[src/rtl/led_pkg.sv]
// Shared definitions for the LED fade stage: colour codes, FSM states, decode helpers.
package led_pkg;

  localparam logic [1:0] CODE_OFF  = 2'b00;
  localparam logic [1:0] CODE_RED  = 2'b01;
  localparam logic [1:0] CODE_BLUE = 2'b10;
  localparam logic [1:0] CODE_BOTH = 2'b11;

  typedef enum logic {
    IDLE = 1'b0,
    FADE = 1'b1
  } state_e;

  function automatic logic code_red(input logic [1:0] code);
    return (code == CODE_RED) || (code == CODE_BOTH);
  endfunction

  function automatic logic code_blue(input logic [1:0] code);
    return !((code == CODE_OFF) || (code == CODE_RED));
  endfunction

endpackage

[src/rtl/pwm_ramp_channel.sv]
// One LED channel: duty register ramping one LSB per step toward 0 or full scale,
// plus the registered PWM compare driving the pin.
module pwm_ramp_channel #(
  parameter int unsigned PWM_BITS = 8
) (
  input  logic                clk,
  input  logic                rst,
  input  logic                i_on,
  input  logic                i_step,
  input  logic [PWM_BITS-1:0] i_pwm_cnt,
  output logic                o_eq_c,
  output logic                o_pin
);

  localparam logic [PWM_BITS-1:0] MAX_DUTY = '1;

  logic [PWM_BITS-1:0] r_duty;
  logic [PWM_BITS-1:0] w_target;
  logic [PWM_BITS-1:0] w_duty_next;
  logic                r_pin;

  // Target is always an end stop, so a step toward it can never wrap.
  always_comb begin
    w_target    = i_on ? MAX_DUTY : '0;
    w_duty_next = r_duty;
    if (i_step && (r_duty != w_target)) begin
      w_duty_next = i_on ? (r_duty + PWM_BITS'(1)) : (r_duty - PWM_BITS'(1));
    end
  end

  // Equality is reported for the post-step duty so the FSM can leave FADE on the final step.
  assign o_eq_c = (w_duty_next == w_target);

  always_ff @(posedge clk or posedge rst) begin
    if (rst) begin
      r_duty <= '0;
      r_pin  <= 1'b0;
    end else begin
      r_duty <= w_duty_next;
      r_pin  <= (r_duty == MAX_DUTY) | (i_pwm_cnt < r_duty);
    end
  end

  assign o_pin = r_pin;

endmodule

[src/rtl/led_fade_pwm.sv]
// Bicolor LED driver: registers the sequencer colour code and fades four PWM
// channels linearly toward the decoded on/off targets.
module led_fade_pwm
  import led_pkg::*;
#(
  parameter int unsigned PWM_BITS    = 8,
  parameter int unsigned STEP_CYCLES = 125_000
) (
  input  logic       clk,
  input  logic       rst,
  input  logic [3:0] color,
  output logic       red1,
  output logic       blue1,
  output logic       red2,
  output logic       blue2,
  output logic       busy
);

  localparam int unsigned        PRESC_W    = (STEP_CYCLES > 1) ? $clog2(STEP_CYCLES) : 1;
  localparam logic [PRESC_W-1:0] PRESC_LAST = PRESC_W'(STEP_CYCLES - 1);

  logic [3:0]          r_color_q;
  logic [3:0]          r_color_prev;
  logic [PRESC_W-1:0]  r_presc;
  logic [PWM_BITS-1:0] r_pwm_cnt;
  state_e              r_state;
  state_e              w_next_state;
  logic                r_busy;
  logic                w_change;
  logic                w_step;
  logic                w_all_eq;
  logic [3:0]          w_on;
  logic [3:0]          w_eq;
  logic [3:0]          w_pin;

  always_ff @(posedge clk or posedge rst) begin
    if (rst) begin
      r_color_q    <= '0;
      r_color_prev <= '0;
    end else begin
      r_color_q    <= color;
      r_color_prev <= r_color_q;
    end
  end

  assign w_change = (r_color_q != r_color_prev);
  assign w_step   = (r_state == FADE) && (r_presc == PRESC_LAST);

  // Prescaler rests at 0 in IDLE and restarts on any code change.
  always_ff @(posedge clk or posedge rst) begin
    if (rst) begin
      r_presc <= '0;
    end else if ((r_state == IDLE) || w_change || w_step) begin
      r_presc <= '0;
    end else begin
      r_presc <= r_presc + PRESC_W'(1);
    end
  end

  always_ff @(posedge clk or posedge rst) begin
    if (rst) begin
      r_pwm_cnt <= '0;
    end else begin
      r_pwm_cnt <= r_pwm_cnt + PWM_BITS'(1);
    end
  end

  // Index map: 3 blue1, 2 red1, 1 blue2, 0 red2.
  assign w_on = {code_blue(r_color_q[3:2]), code_red(r_color_q[3:2]),
                 code_blue(r_color_q[1:0]), code_red(r_color_q[1:0])};

  for (genvar i = 0; i < 4; i++) begin : g_ch
    pwm_ramp_channel #(
      .PWM_BITS(PWM_BITS)
    ) u_ch (
      .clk      (clk),
      .rst      (rst),
      .i_on     (w_on[i]),
      .i_step   (w_step),
      .i_pwm_cnt(r_pwm_cnt),
      .o_eq_c   (w_eq[i]),
      .o_pin    (w_pin[i])
    );
  end

  assign w_all_eq = &w_eq;

  always_ff @(posedge clk or posedge rst) begin
    if (rst) begin
      r_state <= IDLE;
      r_busy  <= 1'b0;
    end else begin
      r_state <= w_next_state;
      r_busy  <= (w_next_state == FADE);
    end
  end

  always_comb begin
    w_next_state = r_state;
    case (r_state)
      IDLE:    if (!w_all_eq) w_next_state = FADE;
      FADE:    if (w_all_eq)  w_next_state = IDLE;
      default: w_next_state = IDLE;
    endcase
  end

  assign red1  = w_pin[2];
  assign blue1 = w_pin[3];
  assign red2  = w_pin[0];
  assign blue2 = w_pin[1];
  assign busy  = r_busy;

endmodule

[config.mk]
export PLATFORM = sky130hd
export DESIGN_NAME = led_fade_pwm
export DESIGN_NICKNAME = d
export VERILOG_FILES = /design/src/rtl/led_pkg.sv /design/src/rtl/pwm_ramp_channel.sv /design/src/rtl/led_fade_pwm.sv
export SDC_FILE = /design/constraint.sdc
export NUM_CORES = 1
export LEC_CHECK = 0
export BUFFER_PORTS_ARGS = -buffer_cell sky130_fd_sc_hd__buf_2
export CORE_ASPECT_RATIO = 0.6
export CORE_MARGIN = 4
export CORE_UTILIZATION = 40
export DETAILED_ROUTE_END_ITERATION = 6
export GPL_TIMING_DRIVEN = 0
export PLACE_DENSITY = 0.53
export SYNTH_ARGS = -nofsm -noshare
export SYNTH_HDL_FRONTEND = slang
export SYNTH_SLANG_ARGS = --single-unit
[constraint.sdc]
create_clock -name clk -period 2.8 [get_ports clk]
set_input_delay 0.14 -clock clk [delete_from_list [all_inputs] [get_ports clk]]
set_output_delay 0.14 -clock clk [all_outputs]
set_load 0.02 [all_outputs]
# == After elaboration in Yosys (flattened, before gate mapping) ==
# Cells that the tools add are included.
# word_totals
in_bits,6
out_inout_bits,5
reg_bits,70
word_cells,78
# op_classes
n_lt_le_gt_ge,4
bitwise,5
muxes,14
add_sub_neg,10
n_reduce_logical,14
eq_ne,18
# ops
op,n
2-to-1 mux 8 bit,12
adder 8 x 1 -> 8 bit (second input constant),5
== test 8 bit,4
== test 8 bit (second input constant),4
< comparator 8 bit,4
inequality test 8 bit,4
subtractor 8 x 1 -> 8 bit (second input constant),4
adder 17 x 1 -> 17 bit (second input constant),1
== test 17 bit (second input constant),1
2-to-1 mux 17 bit,1
logical OR 1 bit,6
logical AND 1 bit,5
== test 2 x 1 -> 1 bit (second input constant),2
== test 2 bit (second input constant),2
zero test 2 bit,2
inequality test 4 bit,1
OR 1 bit,4
AND reduction 4 bit,1
2-to-1 mux 1 bit,1
NOT 1 bit,1

# == Logic depth before layout (Yosys ltp) ==
# Gate-level depths: netlist of the first run.
# logic_depth
ltp_word,9
ltp_mapped,11
ltp_nobuf,10

# == By module ==
# From an unflattened synthesis of the first run, not the netlist that was laid out.
# hier_totals
hier_cells,565
area_unflattened_um2,5330.1
# by_module_without_submodules
module,seq_area_each_um2,n_inst,cells_each,area_each_um2
pwm_ramp_channel,225.2,4,109,958.4
led_fade_pwm,850.8,1,129,1496.4

# == Worst setup path before layout of the first run ==
# OpenSTA, ideal clock, no wires.
# synth_timing
path_type,register to register
startpoint,register r_presc[0]
endpoint,register r_busy (netlist: busy)
stages_incl_launch_ff,9
required_time_ps,2667
setup_ps,133
period_less_slack_ps,3087
path_buffers,0
path_slack_ps,-287
arrival_time_ps,2954
cell_sequence,dfrtp_1 ha_1 nand3b_1 or3_1 nor3_2 mux2_2 or4b_2 mux2i_1 nand4_1
# synth_between
elab_chain_cells,7
word_cells_on_any_way,16
classes_between,eq/ne: 5; mux: 5; reduce/logical: 6
# synth_lines
item,line_no,source
"start, declared",led_fade_pwm.sv:24,logic [PRESC_W-1:0] r_presc;
"start signal, assigned",led_fade_pwm.sv:56,r_presc <= r_presc + PRESC_W'(1);
== test 17 bit,led_fade_pwm.sv:47,assign w_step = (r_state == FADE) && (r_presc == PRESC_LAST);
logical AND 1 bit,led_fade_pwm.sv:47,
logical AND 1 bit,pwm_ramp_channel.sv:26,if (i_step && (r_duty != w_target)) begin
2-to-1 mux 8 bit,pwm_ramp_channel.sv:26,
named net g_ch[1].u_ch.w_duty_next[6],pwm_ramp_channel.sv:19,logic [PWM_BITS-1:0] w_duty_next;
== test 8 bit,pwm_ramp_channel.sv:32,assign o_eq_c = (w_duty_next == w_target);
AND reduction 4 bit,led_fade_pwm.sv:86,assign w_all_eq = &w_eq;
2-to-1 mux 1 bit,"led_fade_pwm.sv:101, led_fade_pwm.sv:102",
named net w_next_state,led_fade_pwm.sv:27,state_e w_next_state;
"end signal, assigned",led_fade_pwm.sv:94,r_busy <= (w_next_state == FADE);
"end, declared",led_fade_pwm.sv:28,logic r_busy;
# The timed path passes the listed nets, and every way through them passes these cells.

# == Worst setup path in the final report of the first run ==
# layout_timing
startpoint,register r_presc[8]
endpoint,register r_busy (netlist: busy)
# layout_between
elab_chain_cells,7
word_cells_on_any_way,16
classes_between,eq/ne: 5; mux: 5; reduce/logical: 6
# layout_lines
item,line_no
== test 17 bit (*),led_fade_pwm.sv:47
logical AND 1 bit (*),led_fade_pwm.sv:47
logical AND 1 bit,pwm_ramp_channel.sv:26
2-to-1 mux 8 bit,pwm_ramp_channel.sv:26
== test 8 bit,pwm_ramp_channel.sv:32
AND reduction 4 bit (*),led_fade_pwm.sv:86
2-to-1 mux 1 bit (*),"led_fade_pwm.sv:101, led_fade_pwm.sv:102"
named net w_next_state,led_fade_pwm.sv:27
# The timed path passes the listed nets; every way through them passes the cells marked *.

==> results of run 1 <==
-- where the power goes --
group	switching, W	total (W)	internal (W)
combinational	0.0000965	0.000162	0.0000659
clock	0.000439	0.00122	0.000778
sequential	0.0000113	0.00103	0.00102
-- what timing repair did --
item                                    4_1_cts  5_1_grt
endpoints found under the setup margin       18        1
endpoints found under the hold margin        20        0
pin swaps                                     8        2
hold buffers                                  5        0
resized for setup                            29        8
buffers inserted                             14        0
-- worst max path at each step --
stage                from  endpoint  slack [ns]  cells after the start
2_1_floorplan  r_presc[7]      busy       -0.12                     10
3_3_place_gp   r_presc[0]      busy       -0.74                      8
3_5_place_dp   r_presc[0]      busy       -0.76                      8
4_1_cts        r_presc[8]      busy       -0.29                     10
5_1_grt        r_presc[8]      busy       -0.43                     10
6_report       r_presc[8]      busy       -0.31                     10
-- cells by family after synthesis --
family,Yosys count
simple gates,179
fa+ha+maj,58
buf+inv,62
xor+xnor,42
compound gates,113
flops,70
mux,17
-- layout make-up --
cell class	instances	share of cell area
buffer	8	0.00849
multi-input combinational	409	0.539
clock buffer	10	0.0379
inverter	52	0.0338
sequential	70	0.291
clock inverter	6	0.0143
timing repair buffer	30	0.0406
tap	165	0.0342
-- critical path, delay by kind of cell, from the launching register on --
kind            cells  cell delay (ns)
compound gates      1             0.32
buf+inv             2             0.31
mux                 1             0.22
flops               1             0.37
simple gates        6             1.75
-- Yosys cell counts (3+ instances only) --
cell | number | area share
or4_1 | 5 | 0.0075
dfrtp_1 | 70 | 0.35
o41a_1 | 3 | 0.0067
nand2b_1 | 7 | 0.0087
o21ai_0 | 20 | 0.020
fa_1 | 4 | 0.016
and3_1 | 9 | 0.011
nand2_1 | 23 | 0.017
nor4_1 | 4 | 0.0050
nor3_1 | 13 | 0.013
a21o_1 | 20 | 0.030
o31ai_1 | 4 | 0.0060
nor2b_1 | 10 | 0.012
nor2_1 | 35 | 0.026
nand3_1 | 21 | 0.021
nand4_1 | 22 | 0.027
mux2_2 | 5 | 0.011
a21oi_1 | 29 | 0.029
mux2i_1 | 12 | 0.024
a211oi_1 | 6 | 0.0089
or3_1 | 14 | 0.017
o22ai_1 | 3 | 0.0037
xnor2_1 | 23 | 0.040
inv_1 | 51 | 0.038
ha_1 | 54 | 0.13
xor2_1 | 19 | 0.033
o21a_1 | 8 | 0.012
clkbuf_1 | 7 | 0.0052
o211ai_1 | 4 | 0.0060
-- per-stage QoR --
step | area [sq um] | utilization | hold slack [ns] | power (W)
2_1_floorplan | 5130 | - | 0.171 | 0.00114
3_3_place_gp | 5390 | 0.442 | 0.249 | 0.00118
3_5_place_dp | 5420 | 0.445 | 0.0968 | 0.00119
4_1_cts | 6020 | 0.494 | 0.287 | 0.00244
5_1_grt | 6040 | 0.496 | 0.311 | 0.00250
6_report | 6040 | 0.496 | 0.290 | 0.00241
-- flip-flops by register name, indices dropped and copies added (netlist names) --
name and count:
busy 1, r_pwm_cnt 8, g_ch.u_ch.r_duty 32, r_color_prev 4, g_ch.u_ch.o_pin 4, r_presc 17
r_color_q 4
-- routing by layer --
metal	GRT usage	up-vias	routed length [um]	share of wire
met4	0.0408	0	80	0.0064
li1	-	2045	-	-
met3	0.0362	10	489	0.039
met1	0.286	1873	7140	0.57
met2	0.243	79	4840	0.39
met5	0	-	0	0
==> run metrics, run 1 <==
fillers=1152; number of I/O pins=11; crit share post-route=1.11; WS Path Type=register to register; first-pass GRT wire length=20.4 mm; clock tree buffer depth=2; violated checks=negative setup slack; CP startpoint kind=register; max cap viols=0; total CTS buffers=9; Simple-Gate Fraction of Synth Area=0.195; RePlAce Congestion=0.883; Final min period=3.11 ns; VDD IR max=0.251 mV; nets=644; R2R depth=10; crit-path max cell delay=0.54 ns; layout cells sized above 1=0.162; post-synth net total=605; most frequent cells in the layout=dfrtp_1, inv_1, ha_1; Top FF cell, synth=dfrtp_1; crit path max-delay cell type=or4b_4; Finished Layout Cells=750; largest family of logic cells by synthesized area=simple AND/OR/NAND/NOR gates; slack of the critical path=-0.312 ns; Setup crit end kind=register; sequential area share after synthesis=0.348; Post-synth EDFFs=0; H-tree depth=3; Detailed Route WL=12.6 mm; pin count of the biggest net entering global routing=55; TritonRoute pass-1 iters=4; DP Wirelength=9.31 mm; clock root buffer=clkbuf_16; Slew @ Worst Pin=0.409 ns; Initial Util=0.413; most common cell type on the critical path=buf_6; synthesized area per cell=9.30 sq um; vias in the first global route=3797; Hold Vio Cnt, Final=0; CTS tree=yes; mapped cell area=5030 sq um; post-synthesis xor/xnor area fraction=0.0731; Synth-to-Final Area Change=20.0%; via count=4007; total negative slack=-0.312 ns; vias per cell=5.34; GRT Residual Overflow=0; Pins Over Slew Limit=0; Die Area=14500 sq um; final routed DRC violation total=0; WL/cell=16.7 um; I/O Buffers=10; status=complete, but fails checks; pwr/cell area=399 nW/um^2; Relative slew margins=0.727; footprint of the multi-input gates=3260 sq um; RSZ-0062 raised after global routing=true; r2r startpoint=r_presc[8]; pre-CTS setup slack=-0.764 ns; register area=1760 sq um; placed insts=717; post-synthesis mux area share=0.0350; Die X=153 um; Lkg Pwr=2.55 nW; Synth Area in Compound Gates=0.152; Clk Latency, worst-skew pair=0.33 ns; Ys Warns=0; Setup Viol. Count Final=1; R2R Path End=busy; cells after synthesis=541; Final ANT Viol Nets=0; Max Clock Skew=0.00536 ns; register bit total from synthesis=70; crit-path cells=or4b_4 > or4_4 > buf_6 > or2_0 > buf_6 > o41a_1 > and4b_1 > nand3_2 > mux2i_4 > nand4_1; ys async rst share=1.00; Initial DRC Count=245; Antenna Cells=0; CTS clk-pin slew, worst paths=0.06 ns; most common cell after layout, fill and taps aside=dfrtp_1; R2R Setup Slk=-0.31 ns; std cell rows=31; Die H=94.9 um; CP arrival=3.31 ns; Hold Path Class=input pin to async pin; Core Region=12200 sq um; Post-Synth Adder-Cell Area=0.150; Tot GR Track Use=0.179; antenna violations before repair=0; Synth cell types=57; clk sinks=70; CP max FO=6; max frequency=321 MHz; Critical Path RT=3.00 ns
Power figures use the tool's default switching activity.
==> inputs of run 2 (changes only) <==
--- a/config.mk
+++ b/config.mk
@@ -6,12 +6,14 @@
 export NUM_CORES = 1
 export LEC_CHECK = 0
 export BUFFER_PORTS_ARGS = -buffer_cell sky130_fd_sc_hd__buf_2
+export CELL_PAD_IN_SITES_DETAIL_PLACEMENT = 1
+export CELL_PAD_IN_SITES_GLOBAL_PLACEMENT = 1
 export CORE_ASPECT_RATIO = 0.6
 export CORE_MARGIN = 4
 export CORE_UTILIZATION = 40
 export DETAILED_ROUTE_END_ITERATION = 6
 export GPL_TIMING_DRIVEN = 0
-export PLACE_DENSITY = 0.53
+export PLACE_DENSITY = 0.66
 export SYNTH_ARGS = -nofsm -noshare
 export SYNTH_HDL_FRONTEND = slang
 export SYNTH_SLANG_ARGS = --single-unit
==> run 2 against run 1 <==
- the run still ends with negative setup slack left
- combinational power rose by 15%
- critical path type unchanged
- sequential power barely moved
- sequential cell count did not move
- largest cell class unchanged
- highest routed layer unchanged
- fmax rose by 2.6%
- worst setup slack improved by 0.079 ns
- first-iteration DRC count fell by 20%
- hold slack improved by 0.020 ns
- register-to-register slack improved by 0.08 ns
- clock power fell by 16%
==> run metrics, run 2 (synthesized netlist as in run 1, its figures left out) <==
Post-Layout Inst Area=6210 sq um; Synth-to-Final Area Change=23.3%; slack of the critical path=-0.233 ns; max frequency=330 MHz; VDD IR max=0.259 mV; pin count of the biggest net entering global routing=53; clock tree buffer depth=2; RePlAce Congestion=0.780; layout cells sized above 1=0.195; Slew @ Worst Pin=0.480 ns; clk sinks=70; Buf/Inv on CP=1; antenna violations before repair=0; r2r startpoint=r_presc[9]; TritonRoute pass-1 iters=4; Die H=94.9 um; met2 Track Usage GR=0.321; most used routing layer=met2; number of I/O pins=11; Biggest register=g_ch.u_ch.r_duty; CP arrival=3.22 ns; Post-DP Area=5420 sq um; GRT Residual Overflow=0; CTS tree=yes; Final ANT Viol Nets=0; Initial DRC Count=197; Core Region=12200 sq um; status=complete, but fails checks; first-pass GRT wire length=24.1 mm; violated checks=negative setup slack; CP startpoint kind=register; Relative slew margins=0.680; crit-path cells=or4b_4 > or4_4 > or2_0 > buf_6 > o41a_1 > nor3b_2 > nand4_1 > mux2i_4 > nand4_1; crit share post-route=1.08; I/O Buffers=10; Setup crit end kind=register; R2R Setup Slk=-0.23 ns; Largest regs=g_ch.u_ch.r_duty x32, r_presc x17, r_pwm_cnt x8; routing usage on met3=0.0362; total CTS buffers=9; crit path max-delay cell type=or4b_4; Clk Latency, worst-skew pair=0.33 ns; Tot Pwr=0.00224 W; max reg flops=32; std cell rows=31; Critical path origin=r_presc[9]; RSZ-0062 raised after global routing=true; cell family with the largest share of critical-path delay=simple AND/OR/NAND/NOR gates; final routed DRC violation total=0; max cap viols=0; Initial Util=0.413; pwr/cell area=361 nW/um^2; Die X=153 um; H-tree depth=3; nets=655; Lkg Pwr=2.59 nW; Tot GR Track Use=0.208; Critical Path RT=2.99 ns; via count=4195; Die Area=14500 sq um; Setup Viol. Count Final=1; clock root buffer=clkbuf_16; Pins Over Slew Limit=0; Antenna Cells=0; most common cell after layout, fill and taps aside=dfrtp_1; Final min period=3.03 ns; Hold Path Class=input pin to async pin; CTS clk-pin slew, worst paths=0.05 ns; met1 Use GR=0.313; Hold Vio Cnt, Final=0; Detailed Route WL=14.3 mm; crit-path max cell delay=0.51 ns; Max Clock Skew=0.00756 ns; most common cell type on the critical path=nand4_1; WL/cell=18.8 um; WS Path Type=register to register; CP max FO=6; pre-CTS setup slack=-0.712 ns; DP Wirelength=10.4 mm; most frequent cells in the layout=dfrtp_1, inv_1, ha_1; vias per cell=5.51; vias in the first global route=4400
==> run 2: cell count changes in the layout (fill, tap and decap cells not counted), sizes merged <==
cell	change
clkbuf	+4
clkinv	-2
inv	-1
buf	+12
bufinv	-2
==> run 2: final cells by class <==
type                       count  area, sq um
tap                          165          206
buffer                         6         35.0
multi-input combinational    409         3370
inverter                      52          208
timing repair buffer          43          359
clock inverter                 1         5.00
fill                        1412         5970
sequential                    70         1760
clock buffer                  15          258
==> run 2: path summary, 6_finish.rpt <==
path / depth (start not counted) / endpoint
worst min-delay path: 3 / g_ch[0].u_ch.r_duty[2]
worst max register to register: 9 / busy
max in group asynchronous: 4 / g_ch[1].u_ch.r_duty[0]
worst min register to register: 1 / r_presc[0]
min in group clk: 2 / r_color_q[0]
worst max-delay path: 9 / busy
==> run 2: per-layer routing <==
layer | part of all wire | up-vias
li1 | - | 2056
met1 | 0.53 | 2085
met2 | 0.43 | 46
met3 | 0.032 | 8
met4 | 0.0058 | 0
met5 | 0 | -
==> run 2: worst register-to-register path: stages (launching register included) <==
cell     delay [ns]
dfrtp_1        0.41
or4b_4         0.51
or4_4          0.51
or2_0          0.25
buf_6          0.15
o41a_1         0.37
nor3b_2        0.18
nand4_1        0.17
mux2i_4        0.23
nand4_1        0.11
==> run 2: where the power goes <==
part | switching, W | total, W | internal [W]
Sequential | 0.00000984 | 0.00103 | 0.00102
Combinational | 0.000108 | 0.000186 | 0.0000786
Clock | 0.000401 | 0.00103 | 0.000624
==> run 2: timing repair <==
item | 4_1_cts | 5_1_grt
endpoints found under the hold margin | 22 | 0
setup buffers | 24 | 3
hold buffers | 5 | 0
pin swaps | 18 | 0
resized for setup | 51 | 6
endpoints found under the setup margin | 20 | 3
==> run 2: stage by stage <==
stage	util	hold WS, ns	TNS [ns]	cells
6_report	0.510	0.310	-0.233	761
4_1_cts	0.505	0.313	-0.165	759
2_1_floorplan	-	0.171	-0.120	541
3_5_place_dp	0.445	0.115	-3.88	717
5_1_grt	0.510	0.353	-0.329	761
3_3_place_gp	0.442	0.250	-16.75	716
==> inputs of run 3 (changes only) <==
--- a/config.mk
+++ b/config.mk
@@ -13,7 +13,8 @@
 export CORE_UTILIZATION = 40
 export DETAILED_ROUTE_END_ITERATION = 6
 export GPL_TIMING_DRIVEN = 0
-export PLACE_DENSITY = 0.66
+export PLACE_DENSITY = 0.65
 export SYNTH_ARGS = -nofsm -noshare
 export SYNTH_HDL_FRONTEND = slang
+export SYNTH_HIERARCHICAL = 1
 export SYNTH_SLANG_ARGS = --single-unit
==> run 3 against run 2 <==
- via count grew 7.5%
- die area grew 5.5%
- wire length grew 8.1%
- largest cell class unchanged
- critical endpoint unchanged
- the run still ends with negative setup slack left
- cell area grew 8.1%
==> run metrics, run 3 <==
Clock power frac=0.519; Final ANT Viol Nets=0; Post-synth EDFFs=0; Relative slew margins=0.532; Setup Viol. Count Final=1; post-synth net total=629; Biggest register=g_ch.u_ch/r_duty; cells after synthesis=565; clock root buffer=clkbuf_16; Lkg Pwr=2.88 nW; Setup crit end kind=register; Tot GR Track Use=0.200; first-pass GRT wire length=24.4 mm; Final min period=3.30 ns; CP max FO=10; violated checks=negative setup slack; Die H=97.4 um; slack of the critical path=-0.499 ns; Yosys top cell by area=dfrtp_1; WL/cell=19.0 um; hold slack=0.412 ns; CTS tree=yes; Critical Path RT=2.96 ns; placed insts=745; vias per cell=5.56; GRT Residual Overflow=0; Clk Latency, worst-skew pair=0.34 ns; most frequent cells after synthesis=dfrtp_1, inv_1, ha_1, xnor2_1, nor3_1; Initial Util=0.412; internal power=0.00198 W; fillers=1446; Detailed Route WL=15.4 mm; Die X=157 um; total CTS buffers=9; crit-path max cell delay=0.47 ns; crit share post-route=1.18; Pins Over Slew Limit=0; switching pwr=0.000569 W; crit path max-delay cell type=dfrtp_2; RePlAce Congestion=0.792; via count=4508; pwr/cell area=380 nW/um^2; status=complete, but fails checks; TritonRoute pass-1 iters=4; max reg flops=32; RSZ-0062 raised after global routing=true; most frequent cells in the layout=dfrtp_1, inv_1, buf_4; Antenna Cells=0; vias in the first global route=4456; Hold Vio Cnt, Final=0; Synth-to-Final Area Change=25.9%; Ys Warns=6; mapped cell area=5330 sq um; I/O Buffers=10; Synth cell types=51; most common cell in the netlist=dfrtp_1; combinational power share=0.078; H-tree depth=3; VDD IR max=0.290 mV; crit-path cells=clkinvlp_4 > buf_6 > ha_4 > nand4_1 > a211o_1 > nand2_4 > buf_12 > nand3_2 > a211o_1 > or4_4 > mux2i_2 > nand4_1; clock tree buffer depth=2; switch share=0.223; sequential area share after synthesis=0.329; DP Wirelength=10.6 mm; synthesized area per cell=9.43 sq um; Largest regs=g_ch.u_ch/r_duty x32, r_presc x17, r_pwm_cnt x8; max cap viols=0; std cell rows=32; clk sinks=70; CP arrival=3.46 ns; Slew @ Worst Pin=0.702 ns; register bit total from synthesis=70; Max Clock Skew=0.00786 ns; number of I/O pins=11; Flop pwr share=0.402; Finished Layout Cells=811; Hold Path Class=input pin to async pin; CP startpoint kind=register; final routed DRC violation total=0; pin count of the biggest net entering global routing=35; pre-CTS setup slack=-0.931 ns; nets=700; Top FF cell, synth=dfrtp_1; WS Path Type=register to register; antenna violations before repair=1; Initial DRC Count=313; most common cell after layout, fill and taps aside=dfrtp_1; largest cells by area after synthesis=dfrtp_1, ha_1, xnor2_1; Core Region=12900 sq um; R2R depth=12; post-synth top area share=0.329; ys async rst share=1.00; Die Area=15300 sq um; max frequency=303 MHz; CTS clk-pin slew, worst paths=0.06 ns; layout cells sized above 1=0.229
[run 3: cell types whose count changed in the layout (fill, tap and decap cells not counted), moves of 8 or more]
cell     previous run  this run
o21ai_0            18        32
nor3_1             10        35
xnor2_1            23        36
inv_1              47        55
or3_1              13         4
buf_4              25        42
nor2_1             35        22
a21o_1             20         4
[run 3: power by group through the flow]
stage	sequential [W]	combinational, W	clock [W]
detailed placement	0.00104	0.000140	0
finish	0.00103	0.000200	0.00133
floorplan	0.00104	0.000101	0
global route	0.00103	0.000221	0.00141
global placement	0.00104	0.000136	0
CTS	0.00103	0.000156	0.00135
[run 3: final cells by class]
cell class,instances,area [sq um],share of cell area
buffer,14,195,0.0291
clock buffer,11,233,0.0347
clock inverter,5,108,0.0160
inverter,60,240,0.0358
multi-input combinational,420,3460,0.516
sequential,70,1760,0.262
tap,170,213,0.0317
timing repair buffer,61,503,0.0749
[run 3: cell families (layout without fill, tap and decap cells)]
logic type      after synthesis  in the layout  share of synthesized area
mux                          20             20                     0.0376
buf+inv                      75            151                     0.0723
compound gates              122            122                      0.156
xor+xnor                     48             48                     0.0789
simple gates                172            172                      0.185
fa+ha+maj                    58             58                      0.142
flops                        70             70                      0.329
[run 3: metal layers]
layer  wire [um]  vias to the layer above  track usage
met5          13                        -            0
met4         138                        2       0.0317
met3         702                       14       0.0463
met2        6830                       70        0.279
met1        7760                     2246        0.317
li1            -                     2176            -
[run 3: worst paths after layout]
kind / start / slack [ns] / end
max: r_color_q[2] / -0.50 / busy
min: rst / 0.41 / g_ch[0].u_ch/r_duty[2]
max reg2reg: r_color_q[2] / -0.50 / busy
min reg2reg: r_color_q[1] / 0.45 / r_color_prev[1]
max in group asynchronous: rst / 1.76 / r_presc[9]
min in group clk: r_color_q[1] / 0.45 / r_color_prev[1]
[run 3: timing repair]
item / 4_1_cts / 5_1_grt
setup buffers: 9 / 35
setup endpoints to repair: 1 / 1
gates cloned: 2 / 0
resized for setup: 17 / 38
hold buffers: 5 / 0
pin swaps: 2 / 17
hold endpoints to repair: 40 / 0
[run 3: worst max-delay path, delay by kind of cell (launching register included)]
kind                     cells  cell delay (ns)
AO/OA/AOI/OAI                2             0.68
adder cells (fa/ha/maj)      1             0.28
buffers and inverters        3             0.51
flip-flops                   1             0.47
multiplexers                 1             0.20
AND/OR/NAND/NOR              5             0.98
[run 3: per-stage QoR]
stage               setup TNS, ns  cell area (sq um)  power, W  utilization
finish                     -0.499               6710   0.00255        0.519
CTS                        -0.583               6240   0.00254        0.482
detailed placement         -0.931               5620   0.00118        0.434
floorplan                  -0.245               5360   0.00114            -
global placement           -0.924               5620   0.00118        0.434
global route               -0.564               6710   0.00266        0.519
